**config.mk**
```make
export PLATFORM = sky130hd
export DESIGN_NAME = sram_2048x64_ctrl
export DESIGN_NICKNAME = d
export VERILOG_FILES = /design/src/rtl/sram_ctrl_pkg.sv /design/src/rtl/sram_rsp_buf.sv /design/src/rtl/sram_2048x64_ctrl.sv
export SDC_FILE = /design/constraint.sdc
export NUM_CORES = 1
export LEC_CHECK = 0
export BUFFER_PORTS_ARGS = -buffer_cell sky130_fd_sc_hd__buf_4
export CAP_MARGIN = 15
export CORE_ASPECT_RATIO = 1.1
export CORE_MARGIN = 4
export CORE_UTILIZATION = 35
export DETAILED_ROUTE_END_ITERATION = 10
export GPL_TIMING_DRIVEN = 0
export PLACE_DENSITY = 0.61
export SYNTH_ARGS = -nofsm -noshare
export SYNTH_HDL_FRONTEND = slang
export SYNTH_SLANG_ARGS = --single-unit
```
**constraint.sdc**
```tcl
create_clock -name CLK -period 2 [get_ports CLK]
set_input_delay 0.2 -clock CLK [delete_from_list [all_inputs] [get_ports CLK]]
set_output_delay 0.2 -clock CLK [all_outputs]
set_load 0.01 [all_outputs]
```
**src/rtl/sram_ctrl_pkg.sv**
```systemverilog
// Shared definitions for the 2048x64 SRAM controller.
// Provides default geometry for the controller parameters and the
// controller state encoding.
package sram_ctrl_pkg;

  localparam int unsigned SRAM_ADDR_BITS  = 11;
  localparam int unsigned SRAM_DATA_WIDTH = 64;
  localparam int unsigned SRAM_MEM_DEPTH  = 2048;

  // Response buffer depth (the buffer RTL is written for exactly two entries)
  localparam int unsigned RSP_BUF_DEPTH = 2;

  typedef enum logic {
    INIT = 1'b0,
    RUN  = 1'b1
  } ctrl_state_e;

endpackage

```
**src/rtl/sram_rsp_buf.sv**
```systemverilog
// Two-entry in-order read-response FIFO.
// Ports:
//   i_clk, i_rst_n   clock, async active-low reset (clears all entries to 0)
//   i_push           store i_push_data at the tail
//   i_push_data      data to store
//   i_pop            drop the head entry
//   o_head_data      head entry (stale contents when empty)
//   o_count          number of valid entries (0..2)
module sram_rsp_buf
  import sram_ctrl_pkg::*;
#(
  parameter int unsigned DATA_WIDTH = SRAM_DATA_WIDTH
) (
  input  logic                  i_clk,
  input  logic                  i_rst_n,
  input  logic                  i_push,
  input  logic [DATA_WIDTH-1:0] i_push_data,
  input  logic                  i_pop,
  output logic [DATA_WIDTH-1:0] o_head_data,
  output logic [1:0]            o_count
);

  logic [DATA_WIDTH-1:0] r_mem [RSP_BUF_DEPTH];
  logic                  r_rd_ptr;
  logic                  r_wr_ptr;
  logic [1:0]            r_count;
  logic                  w_do_pop;
  logic                  w_do_push;

  // Pop is evaluated first so a push into a full buffer is legal only when
  // the head leaves in the same cycle; the tail then reuses the freed slot.
  assign w_do_pop  = i_pop && (r_count != 2'd0);
  assign w_do_push = i_push && ((r_count != 2'd2) || w_do_pop);

  // Storage, pointers and occupancy
  always_ff @(posedge i_clk or negedge i_rst_n) begin
    if (!i_rst_n) begin
      for (int i = 0; i < int'(RSP_BUF_DEPTH); i++) begin
        r_mem[i] <= '0;
      end
      r_rd_ptr <= 1'b0;
      r_wr_ptr <= 1'b0;
      r_count  <= 2'd0;
    end else begin
      if (w_do_push) begin
        r_mem[r_wr_ptr] <= i_push_data;
        r_wr_ptr        <= ~r_wr_ptr;
      end
      if (w_do_pop) begin
        r_rd_ptr <= ~r_rd_ptr;
      end
      r_count <= r_count + 2'(w_do_push) - 2'(w_do_pop);
    end
  end

  assign o_head_data = r_mem[r_rd_ptr];
  assign o_count     = r_count;

endmodule

```
**src/rtl/sram_2048x64_ctrl.sv**
```systemverilog
// Request/response controller in front of a single-port 2048x64 SRAM with
// one-cycle read latency (Q valid after the edge that samples ME/ADR).
// Optional feature: define SRAM_CTRL_INIT_EN to zero-fill the whole SRAM
// after reset before the controller opens for requests.
// Ports:
//   CLK, RST_N                 clock, async active-low reset
//   req_valid/req_ready        request handshake (accept on valid && ready)
//   req_we, req_addr, req_wdata  request payload (we=1 write, 0 read)
//   rsp_valid/rsp_ready        read-response handshake
//   rsp_rdata                  read data, oldest first
//   init_done                  controller open for requests
//   sram_me/we/adr/d, sram_q   SRAM macro interface
module sram_2048x64_ctrl
  import sram_ctrl_pkg::*;
#(
  parameter int unsigned ADDR_BITS  = SRAM_ADDR_BITS,
  parameter int unsigned DATA_WIDTH = SRAM_DATA_WIDTH,
  parameter int unsigned MEM_DEPTH  = SRAM_MEM_DEPTH
) (
  input  logic                  CLK,
  input  logic                  RST_N,
  input  logic                  req_valid,
  output logic                  req_ready,
  input  logic                  req_we,
  input  logic [ADDR_BITS-1:0]  req_addr,
  input  logic [DATA_WIDTH-1:0] req_wdata,
  output logic                  rsp_valid,
  input  logic                  rsp_ready,
  output logic [DATA_WIDTH-1:0] rsp_rdata,
  output logic                  init_done,
  output logic                  sram_me,
  output logic                  sram_we,
  output logic [ADDR_BITS-1:0]  sram_adr,
  output logic [DATA_WIDTH-1:0] sram_d,
  input  logic [DATA_WIDTH-1:0] sram_q
);

  // Catch a depth that the address bus cannot reach
  if (64'(MEM_DEPTH) > (64'd1 << ADDR_BITS)) begin : g_depth_chk
    $error("sram_2048x64_ctrl: MEM_DEPTH exceeds 2**ADDR_BITS");
  end

  ctrl_state_e r_state;
  logic        r_init_done;
  logic        r_rd_pending;
  logic [1:0]  w_count;
  logic [2:0]  w_occ;
  logic        w_req_ready;
  logic        w_accept;
  logic        w_rd_accept;
  logic        w_pop;

`ifdef SRAM_CTRL_INIT_EN
  localparam logic [ADDR_BITS-1:0] LAST_ADDR = ADDR_BITS'(MEM_DEPTH - 1);
  logic [ADDR_BITS-1:0] r_init_addr;
`endif

  // A read in flight already owns a buffer slot, so it counts as occupancy
  assign w_occ       = 3'(w_count) + 3'(r_rd_pending);
  assign w_req_ready = r_init_done && (w_occ < 3'd2);
  assign w_accept    = req_valid && w_req_ready;
  assign w_rd_accept = w_accept && !req_we;
  assign w_pop       = rsp_valid && rsp_ready;

  assign req_ready = w_req_ready;
  assign init_done = r_init_done;
  assign rsp_valid = (w_count != 2'd0);

  // Controller state, init sweep and read-in-flight tracking
  always_ff @(posedge CLK or negedge RST_N) begin
    if (!RST_N) begin
      r_state      <= INIT;
      r_init_done  <= 1'b0;
      r_rd_pending <= 1'b0;
`ifdef SRAM_CTRL_INIT_EN
      r_init_addr  <= '0;
`endif
    end else begin
      r_rd_pending <= w_rd_accept;
      case (r_state)
        INIT: begin
`ifdef SRAM_CTRL_INIT_EN
          if (r_init_addr == LAST_ADDR) begin
            r_state     <= RUN;
            r_init_done <= 1'b1;
          end else begin
            r_init_addr <= r_init_addr + ADDR_BITS'(1);
          end
`else
          r_state     <= RUN;
          r_init_done <= 1'b1;
`endif
        end
        RUN:     r_state <= RUN;
        default: r_state <= INIT;
      endcase
    end
  end

  // SRAM port: pass-through in RUN, zero-fill sweep in INIT
  always_comb begin
    sram_me  = 1'b0;
    sram_we  = 1'b0;
    sram_adr = '0;
    sram_d   = '0;
    if (r_state == RUN) begin
      sram_me  = w_accept;
      sram_we  = req_we;
      sram_adr = req_addr;
      sram_d   = req_wdata;
    end
`ifdef SRAM_CTRL_INIT_EN
    // RST_N gating keeps the macro idle while reset is held in INIT
    else if (RST_N) begin
      sram_me  = 1'b1;
      sram_we  = 1'b1;
      sram_adr = r_init_addr;
    end
`endif
  end

  // Read data is captured one edge after the SRAM sampled the read
  sram_rsp_buf #(
    .DATA_WIDTH (DATA_WIDTH)
  ) u_rsp_buf (
    .i_clk       (CLK),
    .i_rst_n     (RST_N),
    .i_push      (r_rd_pending),
    .i_push_data (sram_q),
    .i_pop       (w_pop),
    .o_head_data (rsp_rdata),
    .o_count     (w_count)
  );

endmodule
```
==> results of run 1 <==
-- timing repair --
| action | in CTS | in global routing |
|---|---|---|
| hold endpoints to repair | 57 | 0 |
| resized for setup | 9 | 3 |
| pin swaps | 1 | 0 |
| hold buffers | 1 | 0 |
| setup endpoints to repair | 93 | 48 |
| buffers inserted | 2 | 0 |
| cloned | 0 | 0 |
-- layer usage --
metal	share of wire (%)	wire length, microns
met4	2.3	417
met2	54	9740
met5	0	0
met1	37	6670
met3	7.0	1260
-- logic make-up after synthesis --
| logic type | count (synthesis) | share of synthesized area, % |
|---|---|---|
| multiplexers | 193 | 34.0 |
| flip-flops | 135 | 52.9 |
| AND/OR/NAND/NOR | 92 | 9.27 |
| buffers and inverters | 31 | 2.92 |
| XOR/XNOR | 3 | 0.411 |
| AO/OA/AOI/OAI | 2 | 0.255 |
| adder cells (fa/ha/maj) | 1 | 0.196 |
| other | 1 | 0.0587 |
-- sequential cells by signal, summed over array words and instances (netlist names) --
register and flops:
init_done 1, r_rd_pending 1, r_state 1, u_rsp_buf.o_count 2
u_rsp_buf.r_mem 128, u_rsp_buf.r_rd_ptr 1, u_rsp_buf.r_wr_ptr 1
-- path summary, 6_finish.rpt --
kind                                      start                   end  slack (ns)  cells after the start
setup reg to reg           u_rsp_buf.o_count[1]  u_rsp_buf.o_count[1]        0.13                      6
hold / removal                        sram_q[4]    u_rsp_buf.r_mem[4]        0.03                      2
max in group asynchronous                 RST_N   u_rsp_buf.r_mem[66]        0.88                      3
setup / recovery             u_rsp_buf.r_rd_ptr         rsp_rdata[47]        0.08                      4
hold reg to reg            u_rsp_buf.r_mem[107]  u_rsp_buf.r_mem[107]        0.50                      1
min in group asynchronous                 RST_N   u_rsp_buf.r_mem[99]        0.34                      2
-- where the power goes --
group          switching (mW)  internal, mW  total (mW)  leakage, nW
logic                    2.51          3.83        6.34         2.55
clock network            1.06          1.94        3.00        0.278
registers               0.678          4.12        4.80         1.57
-- layout make-up --
type	instances	area share (%)
inverters	4	0.158
repair buffers	291	23.4
clock inverters	4	0.738
multi-input cells	292	29.8
clock buffers	24	5.18
plain buffers	26	1.95
well taps	238	3.14
flip-flops and latches	135	35.6
-- worst reg2reg max path: stages (launching register included) --
cell	delay [ns]
dfrtp_2	0.44
or2_2	0.31
and2_1	0.19
ha_1	0.35
nor2b_2	0.15
mux2i_1	0.21
nand3_1	0.10
-- cell usage after synthesis (2+ instances only) --
library cell	instances	area (sq um)
and2_1	77	482
nor2_1	2	7.51
nor2b_1	2	12.5
inv_1	4	15.0
nand2_1	2	7.51
buf_2	5	25.0
clkbuf_1	10	37.5
buf_6	5	56.3
dfrtp_1	135	3380
xor2_1	2	17.5
buf_4	7	52.6
mux2_2	192	2160
-- cells in the final DEF (no fill, tap or decap), drive strengths merged, types with 2 or more instances in the layout --
master	Yosys	layout
and2	77	77
buf	17	307
bufinv	0	2
clkbuf	10	33
clkinv	0	2
dfrtp	135	135
inv	4	4
mux2	192	192
nand2	2	2
nor2	3	3
nor2b	2	2
xor2	2	2
-- through the flow --
stage                     cells  total power, mW  hold WS, ns  utilization (%)  setup WS [ns]
after global placement      983             11.0        0.442             49.7        -0.0248
after CTS                  1014             14.4       0.0101             53.3         0.0447
final                      1014             14.1       0.0321             53.3         0.0790
after floorplan             458             8.38      -0.0956                -          0.170
after global routing       1014             15.1       0.0113             53.3        -0.0327
after detailed placement    984             11.2        0.211             49.8        -0.0349
==> metrics, run 1 <==
Final min period 1.92 ns; final hold violation count 0; H-Tree Depth 4; area added between synthesis and finish 48.6%; final instance area 9490 sq um; yosys warns 0; Top cell by count, worst path buf_4; GR Util met2 32.2%; Fill cells 1607; Clk Latency, worst-skew pair 0.41 ns; max-cap viol count 0; die area 20500 sq um; worst-path fanout max 10; total CTS buffers 17; Slew HR 63.3%; Initial Util 35.9%; Worst Max-Slew Pin Slew 0.550 ns; met3 usage 5.99%; All-Layer GR Usage 17.9%; Final #Nets 912; Iter 0 DRT Violations 118; fmax 521 MHz; Rows 51; library cells used by synthesis 27; Seq/Total Area, Yosys 52.9%; worst vdd rail ir drop 0.554 mV; RSZ-0062 raised after global routing true; Worst setup SP type flip-flop; crit path DAT 1.72 ns; busiest grt layer met2; met1 Use GR 19.7%; CP Capture Type output port; post-route ant nets 0; number of port buffers 287; main flop type after synthesis dfrtp_1; Final Max Slew Viols 0; Die H 150 microns; clk root buf clkbuf_16; final WL 18.1 mm; largest net degree at the start of global routing 79; die width 137 microns; Register Area 3380 sq um; drt wl/cell 17.8 microns; Clock Path Buffers 2; cell count after synthesis 458; via density per instance 4.70; Final setup violation count 0; multi-input logic area 2830 sq um; DR DRC count 0; aggregate global routing overflow 0; gpl congestion 0.870; final setup TNS 0 ns; n_diodes 0; Syn Nets 603; layout cells sized above 1 68.7%; Worst Skew 0.00935 ns; Ports 288; PwrDens 1490 nW/um^2; CTS sink cnt 135; leakage 4.40 nW; vias 4762; CP max stage delay 0.37 ns; CP bufs+invs 3; slowest CP cell mux2_2; Post-synth EDFFs 0; synthesized area per cell 13.9 sq um; CTS tree built; cell family with most CP delay buffers and inverters; Final Cycle Share 96.1%; vias in the first global route 5260; Yosys reg bits 135; initial antenna violation count 0; Cell Area, Synth 6390 sq um; status completed; critical path class reg2out; area of placed instances 8870 sq um; DPL Wire Length 14.1 mm; Synth async-reset ratio 100%; first-pass GRT wire length 28.1 mm; Clock Pin Slew Worst Setup and Hold Paths 0.05 ns; total core area 17800 sq um; Hold Crit Class in2reg; drt pass-1 iters 4; CP Data Required Time 1.80 ns; crit path cell chain clkbuf_4, buf_4, mux2_2, buf_4
Power figures use the tool's default switching activity.
==> run 2: changes to the inputs <==
--- a/config.mk
+++ b/config.mk
@@ -13,6 +13,7 @@
 export DETAILED_ROUTE_END_ITERATION = 10
 export GPL_TIMING_DRIVEN = 0
 export PLACE_DENSITY = 0.61
+export RECOVER_POWER = 25
 export SYNTH_ARGS = -nofsm -noshare
 export SYNTH_HDL_FRONTEND = slang
 export SYNTH_SLANG_ARGS = --single-unit
==> run 2 against run 1 <==
Register-to-register slack about the same. Critical endpoint unchanged. Cell count unchanged. Global-route usage unchanged. Non-clock buffer count unchanged.
==> metrics, run 2 (synthesized netlist as in run 1, its figures left out) <==
number of port buffers 287; Hold Crit Class in2reg; CP bufs+invs 3; largest net degree at the start of global routing 79; Final min period 1.92 ns; gpl congestion 0.870; worst reg2reg startpoint u_rsp_buf.o_count[1]; Top cell by count, worst path buf_4; Register Area 3380 sq um; max-cap viol count 0; worst-path fanout max 10; Final #Nets 912; DPL Wire Length 14.1 mm; first-pass GRT wire length 28.1 mm; layout cells sized above 1 68.6%; crit path cell chain clkbuf_4, buf_4, mux2_2, buf_4; max reg flops 128; reg2reg setup slack 0.13 ns; Reg2Reg Depth 6; total core area 17800 sq um; final hold violation count 0; status completed; Iter 0 DRT Violations 118; n_diodes 0; final WL 18.1 mm; Rows 51; most common cell after layout, fill and taps aside buf_4; CP max stage delay 0.37 ns; reg2reg end u_rsp_buf.o_count[1]; Worst Max-Slew Pin Slew 0.719 ns; Worst Skew 0.00935 ns; Ports 288; final instance area 9470 sq um; die area 20500 sq um; area added between synthesis and finish 48.3%; aggregate global routing overflow 0; worst vdd rail ir drop 0.554 mV; Worst setup SP type flip-flop; multi-input logic area 2830 sq um; Fill cells 1610; Slew HR 52.0%; RSZ-0062 raised after global routing true; area of placed instances 8870 sq um; crit path DAT 1.72 ns; total CTS buffers 17; Crit path depth 4; CP Capture Type output port; All-Layer GR Usage 17.9%; largest register by flop count u_rsp_buf.r_mem; vias 4761; cell family with most CP delay buffers and inverters; most frequent cells in the layout 298 x buf_4, 192 x mux2_2, 133 x dfrtp_1, 77 x and2_1, 17 x clkbuf_16; Clk Latency, worst-skew pair 0.41 ns; Final setup violation count 0; slowest CP cell mux2_2; die width 137 microns; drt pass-1 iters 4; vias in the first global route 5260; Pwr Total 14.1 mW; CTS tree built; leakage 4.39 nW; initial antenna violation count 0; Clock Pin Slew Worst Setup and Hold Paths 0.05 ns; drt wl/cell 17.8 microns; post-route ant nets 0; via density per instance 4.70; PwrDens 1490 nW/um^2; Final Max Slew Viols 0; Die H 150 microns; DR DRC count 0; Clock Path Buffers 2; CTS sink cnt 135; clk root buf clkbuf_16; critical path startpoint u_rsp_buf.r_rd_ptr; H-Tree Depth 4; crit path to rsp_rdata[47]; Initial Util 35.9%; Final Cycle Share 96.1%; CP Data Required Time 1.80 ns; critical path class reg2out; fmax 521 MHz
[run 2: changes by cell type in the layout (fill, tap and decap cells not counted)]
cell      previous run  this run
buf_16               1         0
clkbuf_1            10        11
buf_6                6         7
buf_4              299       298
[run 2: routing by layer]
| layer | up-vias | track usage (%) | wire [microns] |
|---|---|---|---|
| li1 | 2197 | - | - |
| met5 | - | 0 | 0 |
| met4 | 0 | 6.09 | 417 |
| met3 | 23 | 5.99 | 1260 |
| met2 | 189 | 32.2 | 9740 |
| met1 | 2352 | 19.7 | 6670 |
[run 2: power breakdown]
group          switching [mW]  internal (mW)
combinational            2.51           3.83
clock                    1.06           1.94
sequential              0.678           4.12
[run 2: final cells by class]
type	instances	area share (%)
inverters	4	0.158
well taps	238	3.14
clock inverters	4	0.740
flip-flops and latches	135	35.7
repair buffers	291	23.3
clock buffers	24	5.19
plain buffers	26	1.95
multi-input cells	292	29.9
[run 2: timing repair]
| action | 4_1_cts | 5_1_grt |
|---|---|---|
| hold endpoints to repair | 57 | 0 |
| hold buffers | 1 | 0 |
| pin swaps | 1 | 0 |
| resized for setup | 9 | 3 |
| buffers inserted | 2 | 0 |
| endpoints found under the setup margin | 93 | 48 |
[run 2: through the flow]
step | instances | worst slack, ns | TNS (ns) | util (%) | hold WS, ns
after global placement | 983 | -0.0248 | -0.229 | 49.7 | 0.442
final | 1014 | 0.0790 | 0 | 53.2 | 0.0321
after global routing | 1014 | -0.0327 | -0.642 | 53.2 | 0.0113
after floorplan | 458 | 0.170 | 0 | - | -0.0956
after CTS | 1014 | 0.0447 | 0 | 53.3 | 0.0101
after detailed placement | 984 | -0.0349 | -0.271 | 49.8 | 0.211
[run 2: how the worst min path moves through the flow]
stage	from	to	slack [ns]	cells past startpoint
2_1_floorplan	RST_N	init_done	-0.1	0
3_3_place_gp	sram_q[39]	u_rsp_buf.r_mem[39]	0.44	2
3_5_place_dp	RST_N	u_rsp_buf.r_mem[38]	0.21	1
4_1_cts	sram_q[46]	u_rsp_buf.r_mem[110]	0.01	2
5_1_grt	sram_q[10]	u_rsp_buf.r_mem[10]	0.01	2
6_report	sram_q[4]	u_rsp_buf.r_mem[4]	0.03	2
